[config.mk]
export PLATFORM = sky130hd
export DESIGN_NAME = multi_alarm_ctrl_flat
export DESIGN_NICKNAME = d
export VERILOG_FILES = /design/src/rtl/clock_pkg.sv /design/src/rtl/multi_alarm_ctrl_if.sv /design/src/rtl/alarm_channel.sv /design/src/rtl/multi_alarm_ctrl.sv /design/src/flat_wrapper.sv
export SDC_FILE = /design/constraint.sdc
export NUM_CORES = 1
export LEC_CHECK = 0
export CAP_MARGIN = 30
export CORE_MARGIN = 1.5
export CORE_UTILIZATION = 60
export CTS_CLUSTER_DIAMETER = 150
export CTS_CLUSTER_SIZE = 25
export DETAILED_ROUTE_END_ITERATION = 7
export PLACE_DENSITY_LB_ADDON = 0.2
export REMOVE_ABC_BUFFERS = 1
export SLEW_MARGIN = 15
export SYNTH_ARGS = -nofsm -noshare
export SYNTH_HDL_FRONTEND = slang
export SYNTH_SLANG_ARGS = --single-unit
[constraint.sdc]
create_clock -name clk -period 7.15 [get_ports clk]
set_input_delay 1.7875 -clock clk [delete_from_list [all_inputs] [get_ports clk]]
set_output_delay 1.7875 -clock clk [all_outputs]
set_load 0.02 [all_outputs]
[src/rtl/clock_pkg.sv]
// Shared widths, constants and the per-alarm state encoding for the alarm block.
// The helper gives the register width needed to hold the values 0..max_val.
package clock_pkg;

    localparam int HOUR_W       = 5;
    localparam int MIN_W        = 6;
    localparam int SEC_W        = 6;
    localparam int SECS_PER_MIN = 60;

    typedef enum logic [1:0] {
        ST_IDLE    = 2'd0,
        ST_PENDING = 2'd1,
        ST_RINGING = 2'd2,
        ST_SNOOZED = 2'd3
    } alarm_state_e;

    function automatic int cnt_width(input int max_val);
        return (max_val < 1) ? 1 : $clog2(max_val + 1);
    endfunction

endpackage

[src/rtl/multi_alarm_ctrl_if.sv]
// Alarm programming bus: one-cycle write strobe plus the target index, time and arm bit.
interface multi_alarm_ctrl_if
    import clock_pkg::*;
#(
    parameter int IDX_W = 2
);
    logic              wr_en;
    logic [IDX_W-1:0]  wr_idx;
    logic [HOUR_W-1:0] wr_hour;
    logic [MIN_W-1:0]  wr_min;
    logic              wr_enable;

    modport master (output wr_en, wr_idx, wr_hour, wr_min, wr_enable);
    modport slave  (input  wr_en, wr_idx, wr_hour, wr_min, wr_enable);
endinterface

[src/rtl/alarm_channel.sv]
// One alarm: programmed time, arm bit, IDLE/PENDING/RINGING/SNOOZED FSM and snooze countdown.
// Ring timing and arbitration live in the parent; this channel only reacts to grant/off/snooze/timeout.
module alarm_channel
    import clock_pkg::*;
#(
    parameter int SNOOZE_MIN = 5
) (
    input  logic              clk,
    input  logic              rst,
    input  logic              sec_tick,
    input  logic              time_valid,
    input  logic [HOUR_W-1:0] cur_hour,
    input  logic [MIN_W-1:0]  cur_min,
    input  logic [SEC_W-1:0]  cur_sec,
    input  logic              wr_sel,
    input  logic [HOUR_W-1:0] wr_hour,
    input  logic [MIN_W-1:0]  wr_min,
    input  logic              wr_enable,
    input  logic              grant,
    input  logic              key_off,
    input  logic              key_snooze,
    input  logic              timeout,
    output logic              trigger,
    output logic              is_pending,
    output logic              is_ringing
);

    localparam int SNOOZE_S = SNOOZE_MIN * SECS_PER_MIN;
    localparam int SNZ_W    = cnt_width(SNOOZE_S);
    localparam logic [SNZ_W-1:0] SNOOZE_LOAD = SNZ_W'(SNOOZE_S);

    logic [HOUR_W-1:0] hour_reg, hour_next;
    logic [MIN_W-1:0]  min_reg, min_next;
    logic              armed_reg, armed_next;
    alarm_state_e      state_reg, state_next;
    logic [SNZ_W-1:0]  snooze_reg, snooze_next;

    // Only an idle alarm can fire, so a snoozed or ringing one is never re-queued by the match.
    assign trigger = sec_tick & time_valid & armed_reg & (state_reg == ST_IDLE) &
                     (cur_hour == hour_reg) & (cur_min == min_reg) & (cur_sec == '0);

    assign is_pending = (state_reg == ST_PENDING);
    assign is_ringing = (state_reg == ST_RINGING);

    always_comb begin
        hour_next   = hour_reg;
        min_next    = min_reg;
        armed_next  = armed_reg;
        state_next  = state_reg;
        snooze_next = snooze_reg;
        if (wr_sel) begin
            hour_next   = wr_hour;
            min_next    = wr_min;
            armed_next  = wr_enable;
            state_next  = ST_IDLE;
            snooze_next = '0;
        end else begin
            case (state_reg)
                ST_IDLE:    if (trigger) state_next = ST_PENDING;
                ST_PENDING: if (grant) state_next = ST_RINGING;
                ST_RINGING: begin
                    if (key_off || timeout) begin
                        state_next = ST_IDLE;
                    end else if (key_snooze) begin
                        state_next  = ST_SNOOZED;
                        snooze_next = SNOOZE_LOAD;
                    end
                end
                ST_SNOOZED: begin
                    if (sec_tick) begin
                        if (snooze_reg <= SNZ_W'(1)) begin
                            state_next  = ST_PENDING;
                            snooze_next = '0;
                        end else begin
                            snooze_next = snooze_reg - SNZ_W'(1);
                        end
                    end
                end
                default: state_next = ST_IDLE;
            endcase
        end
    end

    always_ff @(posedge clk) begin
        if (rst) begin
            hour_reg   <= '0;
            min_reg    <= '0;
            armed_reg  <= 1'b0;
            state_reg  <= ST_IDLE;
            snooze_reg <= '0;
        end else begin
            hour_reg   <= hour_next;
            min_reg    <= min_next;
            armed_reg  <= armed_next;
            state_reg  <= state_next;
            snooze_reg <= snooze_next;
        end
    end

endmodule

[src/rtl/multi_alarm_ctrl.sv]
// Multi-alarm controller: NUM_ALARMS channels, lowest-index-first ring arbiter,
// ring timeout, hourly chime and the gated square-wave tone for the buzzer.
module multi_alarm_ctrl
    import clock_pkg::*;
#(
    parameter  int NUM_ALARMS     = 4,
    parameter  int SNOOZE_MIN     = 5,
    parameter  int RING_TIMEOUT_S = 60,
    parameter  int CHIME_S        = 1,
    parameter  int TONE_DIV       = 12500,
    localparam int IDX_W          = (NUM_ALARMS > 1) ? $clog2(NUM_ALARMS) : 1
) (
    input  logic                  clk,
    input  logic                  rst,
    input  logic                  sec_tick,
    input  logic [HOUR_W-1:0]     cur_hour,
    input  logic [MIN_W-1:0]      cur_min,
    input  logic [SEC_W-1:0]      cur_sec,
    input  logic                  time_valid,
    multi_alarm_ctrl_if.slave     wr,
    input  logic                  key_off,
    input  logic                  key_snooze,
    output logic                  beep,
    output logic                  ringing,
    output logic [IDX_W-1:0]      ring_idx,
    output logic                  chime,
    output logic [NUM_ALARMS-1:0] pending
);

    localparam int RT_W = cnt_width(RING_TIMEOUT_S);
    localparam int CH_W = cnt_width(CHIME_S);
    localparam int TD_W = cnt_width(TONE_DIV - 1);
    localparam logic [RT_W-1:0] RT_LAST  = RT_W'(RING_TIMEOUT_S - 1);
    localparam logic [CH_W-1:0] CH_LOAD  = CH_W'(CHIME_S);
    localparam logic [TD_W-1:0] TD_LAST  = TD_W'(TONE_DIV - 1);

    logic [NUM_ALARMS-1:0] trig_vec;
    logic [NUM_ALARMS-1:0] ring_vec;
    logic [NUM_ALARMS-1:0] grant_vec;
    logic                  arb_found;
    logic                  any_grant;
    logic                  timeout;

    genvar gi;
    generate
        for (gi = 0; gi < NUM_ALARMS; gi++) begin : g_ch
            alarm_channel #(
                .SNOOZE_MIN (SNOOZE_MIN)
            ) u_ch (
                .clk        (clk),
                .rst        (rst),
                .sec_tick   (sec_tick),
                .time_valid (time_valid),
                .cur_hour   (cur_hour),
                .cur_min    (cur_min),
                .cur_sec    (cur_sec),
                .wr_sel     (wr.wr_en && (wr.wr_idx == IDX_W'(gi))),
                .wr_hour    (wr.wr_hour),
                .wr_min     (wr.wr_min),
                .wr_enable  (wr.wr_enable),
                .grant      (grant_vec[gi]),
                .key_off    (key_off),
                .key_snooze (key_snooze),
                .timeout    (timeout),
                .trigger    (trig_vec[gi]),
                .is_pending (pending[gi]),
                .is_ringing (ring_vec[gi])
            );
        end
    endgenerate

    assign ringing   = |ring_vec;
    assign any_grant = |grant_vec;

    // Grant only while the ring slot is free, so a hand-over always shows one idle cycle.
    always_comb begin
        grant_vec = '0;
        arb_found = 1'b0;
        ring_idx  = '0;
        for (int i = 0; i < NUM_ALARMS; i++) begin
            if (!arb_found && pending[i]) begin
                grant_vec[i] = 1'b1;
                arb_found    = 1'b1;
            end
            if (ring_vec[i]) ring_idx = IDX_W'(i);
        end
        if (ringing) grant_vec = '0;
    end

    logic [RT_W-1:0] ring_sec_reg, ring_sec_next;

    assign timeout = ringing & sec_tick & (ring_sec_reg == RT_LAST);

    always_comb begin
        ring_sec_next = ring_sec_reg;
        if (any_grant || timeout) ring_sec_next = '0;
        else if (ringing && sec_tick) ring_sec_next = ring_sec_reg + RT_W'(1);
    end

    logic [CH_W-1:0] chime_cnt_reg, chime_cnt_next;
    logic            chime_trig;

    assign chime_trig = sec_tick & time_valid & (cur_min == '0) & (cur_sec == '0) & ~(|trig_vec);
    assign chime      = (chime_cnt_reg != '0);

    always_comb begin
        chime_cnt_next = chime_cnt_reg;
        if (any_grant) chime_cnt_next = '0;
        else if (chime_trig) chime_cnt_next = CH_LOAD;
        else if (sec_tick && chime) chime_cnt_next = chime_cnt_reg - CH_W'(1);
    end

    logic            active, active_reg, rise;
    logic [TD_W-1:0] tone_cnt_reg, tone_cnt_next, tone_cnt_eff;
    logic            tone_reg, tone_next, tone_eff;

    // The rising cycle is treated as count 0 with the tone low, giving a full first half-period.
    assign active       = ringing | chime;
    assign rise         = active & ~active_reg;
    assign tone_cnt_eff = rise ? '0 : tone_cnt_reg;
    assign tone_eff     = tone_reg & ~rise;
    assign beep         = active & tone_eff;

    always_comb begin
        tone_cnt_next = tone_cnt_eff + TD_W'(1);
        tone_next     = tone_eff;
        if (tone_cnt_eff == TD_LAST) begin
            tone_cnt_next = '0;
            tone_next     = ~tone_eff;
        end
    end

    always_ff @(posedge clk) begin
        if (rst) begin
            ring_sec_reg  <= '0;
            chime_cnt_reg <= '0;
            active_reg    <= 1'b0;
            tone_cnt_reg  <= '0;
            tone_reg      <= 1'b0;
        end else begin
            ring_sec_reg  <= ring_sec_next;
            chime_cnt_reg <= chime_cnt_next;
            active_reg    <= active;
            tone_cnt_reg  <= tone_cnt_next;
            tone_reg      <= tone_next;
        end
    end

endmodule

[src/flat_wrapper.sv]
// flat-port wrapper written by rule: the top's interface ports become plain ports
module multi_alarm_ctrl_flat import clock_pkg::*;
#(
    parameter  int NUM_ALARMS     = 4,
    parameter  int SNOOZE_MIN     = 5,
    parameter  int RING_TIMEOUT_S = 60,
    parameter  int CHIME_S        = 1,
    parameter  int TONE_DIV       = 12500,
    localparam int IDX_W          = (NUM_ALARMS > 1) ? $clog2(NUM_ALARMS) : 1
)
  (clk, rst, sec_tick, cur_hour, cur_min, cur_sec, time_valid, key_off, key_snooze, beep, ringing, ring_idx, chime, pending, wr_wr_en, wr_wr_idx, wr_wr_hour, wr_wr_min, wr_wr_enable);
  multi_alarm_ctrl_if #(.IDX_W((2))) wr_i ();
  input  logic clk;
  input  logic rst;
  input  logic sec_tick;
  input  logic [HOUR_W-1:0] cur_hour;
  input  logic [MIN_W-1:0] cur_min;
  input  logic [SEC_W-1:0] cur_sec;
  input  logic time_valid;
  input  logic key_off;
  input  logic key_snooze;
  output logic beep;
  output logic ringing;
  output logic [IDX_W-1:0] ring_idx;
  output logic chime;
  output logic [NUM_ALARMS-1:0] pending;
  input wire logic [$bits(wr_i.wr_en)-1:0] wr_wr_en;
  input wire logic [$bits(wr_i.wr_idx)-1:0] wr_wr_idx;
  input wire logic [$bits(wr_i.wr_hour)-1:0] wr_wr_hour;
  input wire logic [$bits(wr_i.wr_min)-1:0] wr_wr_min;
  input wire logic [$bits(wr_i.wr_enable)-1:0] wr_wr_enable;
  assign wr_i.wr_en = wr_wr_en;
  assign wr_i.wr_idx = wr_wr_idx;
  assign wr_i.wr_hour = wr_wr_hour;
  assign wr_i.wr_min = wr_wr_min;
  assign wr_i.wr_enable = wr_wr_enable;
  multi_alarm_ctrl #(.NUM_ALARMS(NUM_ALARMS), .SNOOZE_MIN(SNOOZE_MIN), .RING_TIMEOUT_S(RING_TIMEOUT_S), .CHIME_S(CHIME_S), .TONE_DIV(TONE_DIV)) u_core (.clk(clk), .rst(rst), .sec_tick(sec_tick), .cur_hour(cur_hour), .cur_min(cur_min), .cur_sec(cur_sec), .time_valid(time_valid), .wr(wr_i), .key_off(key_off), .key_snooze(key_snooze), .beep(beep), .ringing(ringing), .ring_idx(ring_idx), .chime(chime), .pending(pending));
endmodule
==> results.md, run 1 <==
* Final-report max-slew violation count at 0
* Post-route fraction of the period consumed by the critical path at 63.24%
* Full die area at 0.01123 sq mm
* Buffers on Ports at 46
* Number of nets at the end of the flow at between 800 and 900
* Post-Synthesis Mean Instance Area at 8.020 sq um
* Post-DR vias/cell at just over 6
* 1st-pass router iterations at 6
* CTS root buffer: sky130_fd_sc_hd__clkbuf_8
* Clock latency of the later-clocked register in the worst-skew pair at 0.54 ns
* Drc violations at 0
* Largest stage delay on the critical path at 0.53 ns
* H-tree Lvls at 4
* Synthesis-to-finish area growth at 17.33%
* Global router's overall resource usage at roughly 30%
* Crit-path max FO at 12
* Area of the multi-input gates at between 0.003 and 0.004 sq mm
* Startpoint type of the worst setup path: register
* Final-report setup violation count at 0
* Sequential element share of the synthesized area at 36.20%
* Overall power consumption at 1632 uW
* Largest register FFs at 36
* Depth of the worst register-to-register path at 11
* Kind of end point of the critical path: output port
* Top cell type's share of synthesized area at a little over a third
* PostCTS Resize Cnt at 0
* Core Util, Final at 72.28%
* Reg2Reg Launch Point: u_core.g_ch[2].u_ch.state_reg[0]
* Status: complete, no violations
* Clk pin slew, worst setup/hold paths at approximately 0.06 ns
* Core Footprint at 0.01032 sq mm
* Dpl hpwl at between 10000 and 15000 um
* Max-cap violation count at 0
* Ys flop type: sky130_fd_sc_hd__dfxtp_1
* Total gr overflow at 0
* Most frequent cells after synthesis: sky130_fd_sc_hd__nand2_1, sky130_fd_sc_hd__dfxtp_1, sky130_fd_sc_hd__a21oi_1
* Static Leakage at 0.002843 uW
* Worst clock skew on the final layout at ~0.0077 ns
* Hold slack final at about 0.46 ns
* Vias at 5924
* Critical path's most frequent cell: sky130_fd_sc_hd__nor2_1
* Kind of critical path: register to output port
* WP data arrival at 2.73 ns
* TritonCTS buffer count at 17
* Synth async-reset ratio at 0%
* Cell taking the most area after synthesis: sky130_fd_sc_hd__dfxtp_1
* Largest net degree at the start of global routing at 60
* Post-route worst setup slack at 2.628 ns
* Clock tree from TritonCTS: done
* Fmax at between 200 and 250 MHz
* Fraction of power consumed by sequential logic at 40.4%
* Count of flip-flops with a built-in enable after synthesis at 0
* Ratio of cells with drive above 1 in the final layout at 6.079%
* Drt first-iter violations at about 540
* Final-layout fill cell count at 815
* Number of placed I/O pins at 47
* Critical path endpoint: beep
* Worst setup path startpoint: u_core.g_ch[2].u_ch.state_reg[0]
* Final weighted congestion of routability-driven global placement at between 0.9 and 1
* First-pass GRT wire length at 26450 um
* Antenna-violating nets left at 0
* Row cnt at 37
* Cell with the largest stage delay on the worst path: sky130_fd_sc_hd__clkdlybuf4s50_1
* Headroom to the max-slew limit at 46.07%
* Area taken by flip-flops and latches at between 0.002 and 0.0025 sq mm
* Period minus WS final at around 4.5 ns
* Sum Neg Setup Slack at 0 ns
* Path category of the worst min-delay check: register to register
* Post-placement worst setup slack at 2.661 ns
* Number of synthesized register bits at 115
* Final antenna diode count at 0
* Number of instances in the synthesized netlist at 793
* Via count of the first global-routing pass at around 5700
* Avg WL per Cell at around 16 um
* Most area-consuming cells after synthesis: sky130_fd_sc_hd__dfxtp_1, sky130_fd_sc_hd__xor2_1, sky130_fd_sc_hd__nand2_1
* Clock sink count at 115
* Switching Fraction at 21.94%
* Number of library cell types mapped by synthesis at 65
* Power share of the combinational group at 5.9%
* Switching component of the power at around 360 uW
* Die outline height at between 100 and 150 um
* Total Wirelength at 16050 um
* Die boundary width at roughly 110 um
* Initial Util at 61.60%
* Required time of the worst setup path at 5.36 ns
* YS warnings at 0
* Clock Path Buffers at 2
* Share of total power in the clock network at 53.7%
* Area of the mapped netlist at 0.006360 sq mm
* Critical Path, Cell by Cell: inv_1 > ha_1 > nor4_4 > inv_2 > nor2_1 > nor2_1 > clkdlybuf4s50_1
* Total internal power at 1274 uW
* Most used standard cell by instance count after synthesis: sky130_fd_sc_hd__nand2_1
* Postcts setup bufs at 0
* Final Hold Vio Count at 0
* Number of antenna violations at the first check in global routing at 0
* Power per cell area at 218.7 mW/mm^2
* Measured slew at the worst slew-check pin at 0.7963 ns
* VDD IR max at approximately 0.20 mV
* Register-to-register path setup slack at 3.84 ns
* Unrepaired setup endpoints after global routing: no
* Hold buffers post-CTS at 0
* Crit Reg-Reg Endpoint: u_core.tone_cnt_reg[10]
-- cell usage in the layout, fill, tap and decap left out, types with 9 or more instances in the layout --
cell / instances
sky130_fd_sc_hd__inv_1: 29
sky130_fd_sc_hd__nand2_1: 132
sky130_fd_sc_hd__xor2_1: 61
sky130_fd_sc_hd__clkbuf_16: 16
sky130_fd_sc_hd__xnor2_1: 9
sky130_fd_sc_hd__nor3_1: 12
sky130_fd_sc_hd__nor4_1: 20
sky130_fd_sc_hd__clkdlybuf4s50_1: 45
sky130_fd_sc_hd__dfxtp_1: 115
sky130_fd_sc_hd__nor2_1: 65
sky130_fd_sc_hd__a21oi_1: 84
sky130_fd_sc_hd__nand3_1: 11
sky130_fd_sc_hd__ha_1: 26
sky130_fd_sc_hd__o21ai_0: 31
sky130_fd_sc_hd__nand4_1: 16
sky130_fd_sc_hd__or4_1: 11
-- kinds of logic (layout without fill, tap and decap cells) --
group / Yosys count / after routing / share of synthesized area [%]
and+or+nand+nor: 324 / 324 / 25.06
xor gates and xnor gates: 70 / 70 / 9.640
muxes: 6 / 6 / 0.9640
DFF: 115 / 115 / 36.20
buffers and inverters: 67 / 113 / 4.367
AOI/OAI and AO/OA: 185 / 185 / 18.65
adders and majority gates: 26 / 26 / 5.115
-- critical path: cells and delay by family, from the launching register on --
family                     cells  cell delay, ns
DFF                            1            0.36
buffers and inverters          3            0.78
and+or+nand+nor                3            0.67
adders and majority gates      1            0.38
-- per-layer routing --
layer	track usage, %	vias to the layer above	routed length, um
met4	12.55	0	362
met3	7.480	36	1092
met2	51.39	228	7876
met5	0	-	0
li1	-	2865	-
met1	35.18	2795	6719
-- worst min path at each step --
stage / cells after the start / slack [ns] / from / end
2_1_floorplan: 2 / 0.43 / u_core.g_ch[0].u_ch.armed_reg / u_core.g_ch[0].u_ch.armed_reg
3_3_place_gp: 2 / 0.45 / u_core.g_ch[2].u_ch.armed_reg / u_core.g_ch[2].u_ch.armed_reg
3_5_place_dp: 2 / 0.45 / u_core.g_ch[0].u_ch.armed_reg / u_core.g_ch[0].u_ch.armed_reg
4_1_cts: 2 / 0.46 / u_core.g_ch[2].u_ch.armed_reg / u_core.g_ch[2].u_ch.armed_reg
5_1_grt: 2 / 0.48 / u_core.g_ch[3].u_ch.hour_reg[2] / u_core.g_ch[3].u_ch.hour_reg[2]
6_report: 2 / 0.46 / u_core.g_ch[0].u_ch.armed_reg / u_core.g_ch[0].u_ch.armed_reg
-- power groups by stage --
stage	Combinational, uW	Sequential [uW]	Clock (uW)
floorplan	42.6	671	0
global placement	92.8	671	0
detailed placement	95.4	672	0
CTS	96.4	659	884
global route	105	660	912
finish	97.0	659	876
-- metrics by stage --
step / cells / instance area (sq um)
floorplan: 756 / 6195
finish: 975 / 7462
CTS: 974 / 7457
detailed placement: 942 / 6848
global route: 975 / 7462
global placement: 941 / 6843
-- final cells by class --
class	count	share of cell area (%)
clock inverters	9	2.046
clock buffers	23	6.120
inverters	30	1.509
repair buffers	51	6.539
flip-flops and latches	115	30.85
multi-input cells	611	50.65
well taps	136	2.280
Power figures use the tool's default switching activity.
==> run 2: changes to the inputs <==
Settings changed: CORE_UTILIZATION 60 to 53.
Clock period 7.15 ns to 3.75 ns, I/O delays scaled along.
==> results.md, run 2 (synthesis gave the netlist of run 1 again) <==
* Status: complete, no violations
* Worst clock skew on the final layout at between 0.006 and 0.007 ns
* Clock sink count at 115
* Initial Util at 54.99%
* Kind of end point of the critical path: output port
* Final Hold Vio Count at 0
* Synthesis-to-finish area growth at 19.04%
* Row cnt at 39
* Depth of the worst register-to-register path at 11
* Postcts setup bufs at 0
* Max-cap violation count at 0
* Switching Fraction at a little over a fifth
* WP data arrival at 2.68 ns
* Largest net degree at the start of global routing at 26
* Sum Neg Setup Slack at 0 ns
* Headroom to the max-slew limit at between 30 and 40%
* Most common cell after layout, fill and taps aside: sky130_fd_sc_hd__nand2_1
* Measured slew at the worst slew-check pin at 0.9436 ns
* Number of antenna violations at the first check in global routing at 0
* Startpoint type of the worst setup path: register
* Antenna-violating nets left at 0
* Hold Path End: u_core.g_ch[3].u_ch.armed_reg
* First-pass GRT wire length at around 26000 um
* Fmax at about 280 MHz
* Largest register FFs at 36
* Total gr overflow at 0
* Core Footprint at around 0.012 sq mm
* Static Leakage at 0.002906 uW
* Crit Reg-Reg Endpoint: u_core.tone_cnt_reg[10]
* Post-DR vias/cell at 5.866
* Buffers on Ports at 46
* Final-report setup violation count at 0
* Required time of the worst setup path at around 2.8 ns
* Hold slack final at 0.4585 ns
* Final antenna diode count at 0
* Kind of critical path: register to output port
* Crit-path max FO at 9
* Die outline height at approximately 110 um
* Total internal power at 2597 uW
* 1st-pass router iterations at 7
* Fraction of power consumed by sequential logic at a little under two fifths
* Period minus WS final at 3.622 ns
* Hold buffers post-CTS at 0
* Final-report max-slew violation count at 0
* Ratio of cells with drive above 1 in the final layout at about 6.8%
* Drt first-iter violations at between 500 and 600
* Die boundary width at 112.5 um
* PostCTS Resize Cnt at 0
* TritonCTS buffer count at 17
* H-tree Lvls at 4
* Number of placed I/O pins at 47
* Path category of the worst min-delay check: register to register
* Clock tree from TritonCTS: done
* Vias at 5790
* Cell depth of the worst min-delay path at 2
* Power share of the combinational group at 5.7%
* Dpl hpwl at 11180 um
* VDD IR max at 0.3055 mV
* Full die area at roughly 0.013 sq mm
* Total Wirelength at 15840 um
* Switching component of the power at 686.7 uW
* Post-route fraction of the period consumed by the critical path at 96.57%
* Clk pin slew, worst setup/hold paths at ~0.060 ns
* Drc violations at 0
* Global router's overall resource usage at 26.01%
* Final weighted congestion of routability-driven global placement at 0.8670
* Via count of the first global-routing pass at 5560
* Number of nets at the end of the flow at roughly 900
* Register-to-register path setup slack at 0.47 ns
* Launch point of the worst hold path: u_core.g_ch[3].u_ch.armed_reg
* CTS root buffer: sky130_fd_sc_hd__clkbuf_16
* Unrepaired setup endpoints after global routing: no
* Clock latency of the later-clocked register in the worst-skew pair at 0.42 ns
* Reg2Reg Launch Point: u_core.g_ch[3].u_ch.state_reg[0]
* Share of total power in the clock network at between 50% and 60%
* Power per cell area at 433.7 mW/mm^2
* Clock Path Buffers at 2
* Avg WL per Cell at around 16 um
* Highest-count cells in the layout ignoring fill and taps: sky130_fd_sc_hd__nand2_1, sky130_fd_sc_hd__dfxtp_1, sky130_fd_sc_hd__a21oi_1, sky130_fd_sc_hd__nor2_1, sky130_fd_sc_hd__xor2_1
## run 2: changes by cell type in the layout (fill, tap and decap cells not counted), sizes merged
| cell | delta |
|---|---|
| bufinv | +2 |
| buf | +6 |
| clkinv | +1 |
| clkinvlp | -2 |
| clkbuf | -2 |
## run 2: power by group through the flow
stage / registers (uW) / clock network (uW) / logic (uW)
6_report: 1260 / 1840 / 189
5_1_grt: 1260 / 1900 / 204
4_1_cts: 1260 / 1850 / 187
3_5_place_dp: 1280 / 0 / 185
3_3_place_gp: 1280 / 0 / 181
2_1_floorplan: 1280 / 0 / 81.2
## run 2: how the worst max path moves through the flow
stage,endpoint,start,cells past startpoint
3_3_place_gp,u_core.g_ch[0].u_ch.state_reg[1],cur_sec[3],6
2_1_floorplan,u_core.g_ch[0].u_ch.state_reg[1],cur_sec[3],5
5_1_grt,beep,u_core.g_ch[3].u_ch.state_reg[0],7
3_5_place_dp,u_core.g_ch[2].u_ch.state_reg[0],cur_sec[3],6
6_report,beep,u_core.g_ch[3].u_ch.state_reg[0],7
4_1_cts,beep,u_core.g_ch[3].u_ch.state_reg[0],7
## run 2: metal layers
layer	part of all wire [%]	global-route usage [%]	wire length, um
met5	0	0	0
met2	48	43.21	7585
met1	45	32.63	7194
met4	1.8	10.63	289
met3	4.8	6.048	766
## run 2: through the flow
step                setup WS [ns]  total power [uW]  util, %  area [sq um]  cells
floorplan                   1.039              1360        -          6195    756
global placement           0.4744              1462    59.70          6904    955
detailed placement         0.4506              1467    59.70          6904    955
CTS                        0.1151              3298    65.47          7571    987
global route             0.006147              3365    65.47          7571    987
finish                     0.1285              3283    65.47          7571    987
## run 2: critical path, cell delays in order (launching register included)
cell                              delay, ns
sky130_fd_sc_hd__dfxtp_1               0.38
sky130_fd_sc_hd__inv_1                 0.09
sky130_fd_sc_hd__ha_1                  0.36
sky130_fd_sc_hd__nor4_4                0.49
sky130_fd_sc_hd__inv_2                 0.15
sky130_fd_sc_hd__nor2_1                0.17
sky130_fd_sc_hd__nor2_1                0.08
sky130_fd_sc_hd__clkdlybuf4s50_1       0.53
## run 2: cell type report
type | count | area (sq um)
timing repair buffer | 56 | 530.5
sequential | 115 | 2302
clock buffer | 22 | 464.2
tap | 143 | 178.9
multi-input combinational | 611 | 3780
inverter | 30 | 112.6
fill | 965 | 3994
clock inverter | 10 | 202.7
==> run 3: changes to the inputs <==
Settings changed: CORE_UTILIZATION 53 to 55, CTS_BUF_LIST from default to sky130_fd_sc_hd__clkbuf_4 sky130_fd_sc_hd__clkbuf_8.
==> results.md, run 3 (synthesis gave the netlist of run 1 again) <==
* Drt first-iter violations at between 400 and 500
* Largest stage delay on the critical path at about 0.54 ns
* Die boundary width at between 100 and 150 um
* Vias at 5772
* Synthesis-to-finish area growth at 15.78%
* Largest net degree at the start of global routing at 37
* Final-report setup violation count at 0
* Initial Util at 55.94%
* VDD IR max at between 0.3 and 0.4 mV
* Global router's overall resource usage at 26.26%
* Most common cell after layout, fill and taps aside: sky130_fd_sc_hd__nand2_1
* Clock Path Buffers at 2
* Crit-path max FO at 9
* Worst clock skew on the final layout at 0.01334 ns
* Static Leakage at 0.002815 uW
* Via count of the first global-routing pass at 5425
* 1st-pass router iterations at 5
* PostCTS Resize Cnt at 0
* Area of the multi-input gates at 0.003780 sq mm
* Total gr overflow at 0
* Max-cap violation count at 0
* Switching component of the power at 619.4 uW
* Die outline height at about 110 um
* Final weighted congestion of routability-driven global placement at 0.8840
* Largest register FFs at 36
* WP data arrival at between 2 and 3 ns
* Number of nets at the end of the flow at 900
* Path category of the worst min-delay check: register to register
* Sum Neg Setup Slack at 0 ns
* Clock sink count at 115
* Total internal power at 2048 uW
* Dpl hpwl at around 11000 um
* Hold buffers post-CTS at 0
* Fraction of power consumed by sequential logic at 47.0%
* Required time of the worst setup path at 2.81 ns
* Switching Fraction at roughly 23%
* Highest-count cells in the layout ignoring fill and taps: sky130_fd_sc_hd__nand2_1, sky130_fd_sc_hd__dfxtp_1, sky130_fd_sc_hd__a21oi_1, sky130_fd_sc_hd__nor2_1, sky130_fd_sc_hd__xor2_1
* Final-report max-slew violation count at 0
* Cell with the largest stage delay on the worst path: sky130_fd_sc_hd__clkdlybuf4s50_1
* CTS root buffer: sky130_fd_sc_hd__clkbuf_8
* Final Hold Vio Count at 0
* Full die area at 0.01222 sq mm
* Status: complete, no violations
* First-pass GRT wire length at 26040 um
* Fmax at approximately 280 MHz
* Headroom to the max-slew limit at 51.58%
* Core Footprint at 0.01137 sq mm
* Post-DR vias/cell at 5.824
* Kind of critical path: register to output port
* H-tree Lvls at 4
* Power share of the combinational group at slightly above 7%
* Final-layout fill cell count at 976
* Ratio of cells with drive above 1 in the final layout at 7.547%
* Share of total power in the clock network at 45.9%
* Antenna-violating nets left at 0
* Clk pin slew, worst setup/hold paths at 0.07 ns
* Critical path's most frequent cell: sky130_fd_sc_hd__nor2_1
* Kind of end point of the critical path: output port
* Unrepaired setup endpoints after global routing: no
* Clock latency of the later-clocked register in the worst-skew pair at 0.45 ns
* Drc violations at 0
* Startpoint type of the worst setup path: register
* Buffers on Ports at 46
* TritonCTS buffer count at 17
* Area taken by flip-flops and latches at roughly 0.0023 sq mm
* Hold slack final at around 0.46 ns
* Period minus WS final at ~3.5 ns
* Number of antenna violations at the first check in global routing at 0
* Total Wirelength at 15600 um
* Final antenna diode count at 0
* Avg WL per Cell at between 15 and 20 um
* Measured slew at the worst slew-check pin at between 0.7 and 0.8 ns
* Post-route fraction of the period consumed by the critical path at between 90% and 100%
* Number of placed I/O pins at 47
* Row cnt at 39
* Clock tree from TritonCTS: done
* Power per cell area at roughly 360 mW/mm^2
* Critical Path, Cell by Cell: inv_1 > ha_1 > nor4_4 > buf_4 > inv_2 > nor2_1 > nor2_1 > clkdlybuf4s50_1
run 3: changes by cell type in the layout (fill, tap and decap cells not counted), sizes merged:
| cell | change |
|---|---|
| clkinvlp | +2 |
| bufinv | -3 |
| clkinv | -1 |
| buf | +4 |
| clkbuf | +2 |
run 3: metal layers:
metal | vias up | track usage [%] | wire length [um]
li1 | 2865 | - | -
met1 | 2722 | 33.48 | 7019
met2 | 157 | 42.88 | 7496
met3 | 28 | 6.367 | 703
met4 | 0 | 10.34 | 377
met5 | - | 0 | 0
run 3: stage by stage:
stage / util [%] / setup WS, ns / cell area [sq um] / total power [uW] / cells
2_1_floorplan: - / 1.039 / 6195 / 1360 / 756
3_3_place_gp: 60.92 / 0.4609 / 6927 / 1463 / 958
3_5_place_dp: 60.92 / 0.3975 / 6927 / 1467 / 958
4_1_cts: 64.65 / 0.09543 / 7351 / 2686 / 989
5_1_grt: 64.76 / 0.1133 / 7363 / 2770 / 991
6_report: 64.76 / 0.2125 / 7363 / 2667 / 991
run 3: path summary, 6_finish.rpt:
check,start,to,slack [ns],cells past startpoint
setup / recovery,u_core.g_ch[3].u_ch.state_reg[0],beep,0.21,8
hold / removal,u_core.g_ch[2].u_ch.armed_reg,u_core.g_ch[2].u_ch.armed_reg,0.46,2
setup reg to reg,u_core.g_ch[3].u_ch.state_reg[0],u_core.tone_cnt_reg[4],0.49,12
hold reg to reg,u_core.g_ch[2].u_ch.armed_reg,u_core.g_ch[2].u_ch.armed_reg,0.46,2
run 3: what timing repair did:
action,CTS,global route
endpoints found under the hold margin,0,0
setup endpoints to repair,0,1
buffers inserted,0,1
run 3: final cells by class:
type                       count  share of cell area (%)
tap                          143                   2.430
sequential                   115                   31.27
inverter                      30                   1.529
clock inverter                 8                   1.716
multi-input combinational    611                   51.33
timing repair buffer          61                   7.681
clock buffer                  23                   4.044
run 3: power groups by stage:
stage                     combinational [uW]  clock (uW)  sequential (uW)
after floorplan                         81.2           0             1280
after CTS                                187        1250             1250
final                                    188        1220             1250
after global routing                     206        1310             1260
after global placement                   183           0             1280
after detailed placement                 186           0             1280
run 3: worst max-delay path: cells and delay by family, from the launching register on:
family / cells / cell delay [ns]
buffers and inverters: 4 / 0.90
AND/OR/NAND/NOR: 3 / 0.51
flip-flops: 1 / 0.39
adder cells (fa/ha/maj): 1 / 0.36
